===== src/rtl/priority_encoder_rr.sv =====
// Registered N-to-log2(N) priority encoder with valid/ready on both sides.
// Fixed MSB-first priority, or round-robin scanning downward from a rotating pointer.
module priority_encoder_rr #(
  parameter  int N     = 8,
  localparam int IDX_W = $clog2(N),
  localparam int CNT_W = $clog2(N+1)
) (
  input  logic             clk,
  input  logic             rst_n,
  input  logic             rr_en,
  input  logic             in_valid,
  output logic             in_ready,
  input  logic [N-1:0]     in,
  output logic             out_valid,
  input  logic             out_ready,
  output logic [IDX_W-1:0] out_idx,
  output logic [N-1:0]     out_onehot,
  output logic             out_any,
  output logic             out_multi,
  output logic [CNT_W-1:0] out_count
);

  typedef struct packed {
    logic [IDX_W-1:0] idx;
    logic [N-1:0]     onehot;
    logic             any;
    logic             multi;
    logic [CNT_W-1:0] count;
  } res_t;

  localparam logic [IDX_W-1:0] PTR_TOP = IDX_W'(N-1);

  logic             out_valid_q, out_valid_d;
  res_t             res_q, res_d;
  logic [IDX_W-1:0] ptr_q, ptr_d;
  logic             acc;
  logic [IDX_W-1:0] fix_idx, rr_idx, grant_idx;
  logic             rr_hit;
  logic [CNT_W-1:0] cnt;
  int               p;

  assign in_ready = !out_valid_q || out_ready;
  assign acc      = in_valid && in_ready;

  always_comb begin
    cnt     = '0;
    fix_idx = '0;
    rr_idx  = '0;
    rr_hit  = 1'b0;
    p       = 0;
    for (int i = 0; i < N; i++) begin
      cnt = cnt + CNT_W'(in[i]);
      // upward scan: the last (highest) set bit overwrites earlier ones
      if (in[i]) fix_idx = IDX_W'(i);
    end
    for (int k = 0; k < N; k++) begin
      p = int'(ptr_q) - k;
      if (p < 0) p = p + N;
      if (!rr_hit && in[p]) begin
        rr_hit = 1'b1;
        rr_idx = IDX_W'(p);
      end
    end
    grant_idx = rr_en ? rr_idx : fix_idx;

    res_d.any    = |in;
    res_d.count  = cnt;
    res_d.multi  = (cnt >= CNT_W'(2));
    res_d.idx    = res_d.any ? grant_idx : '0;
    res_d.onehot = res_d.any ? (N'(1) << grant_idx) : '0;

    ptr_d = ptr_q;
    if (acc && rr_en && res_d.any)
      ptr_d = (grant_idx == '0) ? PTR_TOP : grant_idx - IDX_W'(1);

    out_valid_d = out_valid_q;
    if (acc)            out_valid_d = 1'b1;
    else if (out_ready) out_valid_d = 1'b0;
  end

  always_ff @(posedge clk or negedge rst_n) begin
    if (!rst_n) begin
      out_valid_q <= 1'b0;
      res_q       <= '0;
      ptr_q       <= PTR_TOP;
    end else begin
      out_valid_q <= out_valid_d;
      ptr_q       <= ptr_d;
      if (acc) res_q <= res_d;
    end
  end

  assign out_valid  = out_valid_q;
  assign out_idx    = res_q.idx;
  assign out_onehot = res_q.onehot;
  assign out_any    = res_q.any;
  assign out_multi  = res_q.multi;
  assign out_count  = res_q.count;

endmodule


===== config.mk =====
export PLATFORM = sky130hd
export DESIGN_NAME = priority_encoder_rr
export DESIGN_NICKNAME = d
export VERILOG_FILES = /design/src/rtl/priority_encoder_rr.sv
export SDC_FILE = /design/constraint.sdc
export NUM_CORES = 1
export LEC_CHECK = 0
export ABC_AREA = 1
export BUFFER_PORTS_ARGS = -buffer_cell sky130_fd_sc_hd__buf_4
export CELL_PAD_IN_SITES_DETAIL_PLACEMENT = 0
export CELL_PAD_IN_SITES_GLOBAL_PLACEMENT = 1
export CORE_MARGIN = 2
export CORE_UTILIZATION = 44
export DETAILED_ROUTE_END_ITERATION = 8
export PLACE_DENSITY = 0.9
export RECOVER_POWER = 50
export SYNTH_ARGS = -nofsm -noshare
export SYNTH_HDL_FRONTEND = slang
export SYNTH_SLANG_ARGS = --single-unit

===== constraint.sdc =====
create_clock -name clk -period 5.9 [get_ports clk]
set_input_delay 0.295 -clock clk [delete_from_list [all_inputs] [get_ports clk]]
set_output_delay 0.295 -clock clk [all_outputs]
set_load 0.005 [all_outputs]

==> flow_summary.json <==
{
  "grt_pass1_wl_mm": 7.73,
  "seqCellArea_um2": 529,
  "cap_violations": 0,
  "yosysSeqAreaShare_pct": 26.4,
  "hold_class": "in -> reg",
  "worst_slack_ps": 2610,
  "yosys_warnings": 0,
  "critPathMaxFanout": 12,
  "initial_utilization_pct": 46.0,
  "hold_buffers": 1,
  "multiInputGateArea_mm2": 0.00130,
  "die-width_um": 71.5,
  "crit_top_cell": "nand2_1",
  "hold_path.startpoint": "out_ready",
  "grt_pass1_vias": 1745,
  "area_growth_pct": 15.6,
  "min_delay_worst_endpoint": "out_valid",
  "reg2reg_from": "ptr_q[0]",
  "dp_hpwl_mm": 3.55,
  "cp.depth": 19,
  "crit_buf_inv": 5,
  "clockRootBuffer": "clkbuf_8",
  "vias": 1801,
  "arrival_ps": 3490,
  "cts-resized-gates": 0,
  "drive_gt1_share_pct": 24.9,
  "synth_seq_cells": 21,
  "whs_ps": 310,
  "grt_usage_pct": 18.5,
  "fin_util_pct": 53.2,
  "clockBufferDepth": 2,
  "vias_per_cell": 4.99,
  "period_needed_ps": 3290,
  "num_rows": 24,
  "clkSinkCount": 21,
  "io_buffers": 31,
  "antenna_left": 0,
  "rsz0062_at_grt": "false",
  "routed_wl_mm": 4.41,
  "fin_worst_skew_ps": 6.42,
  "grt_antenna_before_repair": 0,
  "finalSetupTns_ps": 0,
  "drv_slew": 0,
  "period_share_pct": 55.8,
  "dieArea_mm2": 0.00511,
  "drtPass1Iterations": 6,
  "cp-start-kind": "flop",
  "core_area_mm2": 0.00435,
  "r2r_slack_ps": 2610,
  "slew_headroom_pct": 25.0,
  "peakVddDrop_uv": 195,
  "ys_types": 33,
  "fill_cells": 436,
  "r2r_cells": 19,
  "setup_viol": 0,
  "fin_cells": 361,
  "grt_max_degree": 22,
  "crit_type": "reg -> reg",
  "avgSynthCellArea_um2": 7.23,
  "gp_congestion": 0.852,
  "hold_viol": 0,
  "nNetsFinal": 338,
  "worst_pin_slew_ps": 1120,
  "timing.rr.end": "ptr_q[0]",
  "cts_tree": "yes",
  "ctsHtreeMaxLevel": 1,
  "wl_per_cell_um": 12.2,
  "syn-cell-area_mm2": 0.00200,
  "die_h_um": 71.5,
  "place_inst": 356,
  "diodes": 0,
  "p_per_area_mw_per_mm2": 596,
  "numCtsBuffers": 3,
  "synth_fp_nets": 305,
  "ios": 32,
  "first_iter_violations": 63,
  "worst_setup_path_end_kind": "flop",
  "cp_top_family": "simple AND/OR/NAND/NOR gates",
  "synthCells": 277,
  "max_stage_delay_ps": 710,
  "critPathRequiredTime_ps": 6090,
  "cp_cell_sequence": "inv_2 > ha_1 > inv_2 > nand3_1 > nand2_1 > nand2_1 > nand2_2 > inv_1 > nor2_2 > nand4_1 > o21ai_1 > inv_1 > nand2_1 > nand2_1 > ha_1 > inv_1 > nor2_4 > nor2_2 > nor2_2",
  "min_delay_path_depth": 4,
  "clkSlewWorstSetupHoldPaths_ps": 80,
  "status": "finished, final reports clean",
  "fmax_mhz": 304,
  "dp_slack_ps": 2600,
  "cts_setup_buffers": 0,
  "insertion_delay_ps": 260,
  "leakage_uw": 0.00125,
  "crit_path_top_delay_cell": "dfstp_2",
  "drc": 0,
  "grt.overflow.total": 0
}
-- area by class of cell --
type / count / share of cell area, %
Clock inverter: 1 / 0.216
Clock buffer: 3 / 1.78
Multi-Input combinational cell: 215 / 56.0
Sequential cell: 21 / 22.9
Inverter: 37 / 6.00
Tap cell: 52 / 2.81
Timing Repair Buffer: 32 / 10.3
-- cell families (layout without fill, tap and decap cells) --
logic type,Yosys count,after routing,share of synthesized area [%]
fa+ha+maj,15,15,10.9
compound gates,20,20,5.81
simple gates,174,174,43.7
buf+inv,41,73,8.81
xor+xnor,6,6,4.31
flops,21,21,26.4
-- worst min-delay path, cell delays in order --
cell and delay [ps]:
buf_4 80, inv_1 30, nand2_1 80, nand2_1 60
-- per-layer routing --
metal	wire length (um)	track usage, %
met5	0	0
met4	83	6.50
met1	2120	26.5
met3	141	1.41
met2	2060	29.5
-- through the flow --
| stage | instance area [um^2] | total power [uW] |
|---|---|---|
| 6_report | 2310 | 1380 |
| 5_1_grt | 2310 | 1530 |
| 4_1_cts | 2320 | 1390 |
| 3_5_place_dp | 2260 | 1290 |
| 3_3_place_gp | 2260 | 1290 |
| 2_1_floorplan | 2000 | 1060 |
-- state kept, by name (all words and copies together) (netlist names) --
signal,flops
out_idx,3
out_any,1
out_count,4
out_valid,1
out_multi,1
ptr_q,3
out_onehot,8
-- synthesized netlist by cell type, drive strengths merged --
| library cell | n | area, um^2 |
|---|---|---|
| nand4 | 3 | 33.8 |
| o21ai | 13 | 65.1 |
| nand3 | 44 | 270 |
| dfrtp | 18 | 450 |
| a21oi | 2 | 10.0 |
| a31oi | 1 | 12.5 |
| inv | 36 | 135 |
| xnor2 | 4 | 42.6 |
| buf | 3 | 33.8 |
| ha | 11 | 138 |
| xor2 | 2 | 43.8 |
| dfstp | 3 | 78.8 |
| nand2 | 106 | 454 |
| clkbuf | 1 | 3.75 |
| o21a | 1 | 7.51 |
| o211ai | 2 | 15.0 |
| o22ai | 1 | 6.26 |
| clkinv | 1 | 3.75 |
| nor2 | 19 | 106 |
| nor4 | 1 | 6.26 |
| nor3 | 1 | 5.00 |
| fa | 4 | 80.1 |
-- power breakdown --
part	switching, uW	internal [uW]	total (uW)
Clock	46.7	47.1	93.8
Sequential	74.5	209	284
Combinational	625	376	1000
-- cell usage in the layout (no fill, tap or decap), types with 2 or more instances in the layout --
master / Yosys / routed
a21oi_1: 2 / 2
buf_4: 0 / 21
clkbuf_4: 0 / 9
clkbuf_8: 0 / 3
dfrtp_1: 18 / 18
dfstp_2: 3 / 3
fa_1: 4 / 4
ha_1: 11 / 11
inv_1: 30 / 30
inv_2: 6 / 6
nand2_1: 95 / 95
nand2_2: 7 / 7
nand2_4: 3 / 3
nand3_1: 34 / 34
nand3_2: 10 / 10
nand4_1: 2 / 2
nor2_1: 11 / 11
nor2_2: 5 / 5
nor2_4: 3 / 3
o211ai_1: 2 / 2
o21ai_0: 9 / 9
o21ai_1: 4 / 4
xnor2_1: 3 / 3
-- worst max-delay path by stage --
stage	startpoint	end	slack (ps)
after global routing	ptr_q[0]	out_onehot[2]	2260
after floorplan	in[0]	out_multi	3110
after detailed placement	ptr_q[0]	ptr_q[0]	2600
after CTS	ptr_q[0]	ptr_q[0]	2580
final	ptr_q[0]	ptr_q[0]	2610
after global placement	ptr_q[0]	ptr_q[2]	2660
(Power assumes the default switching activity.)
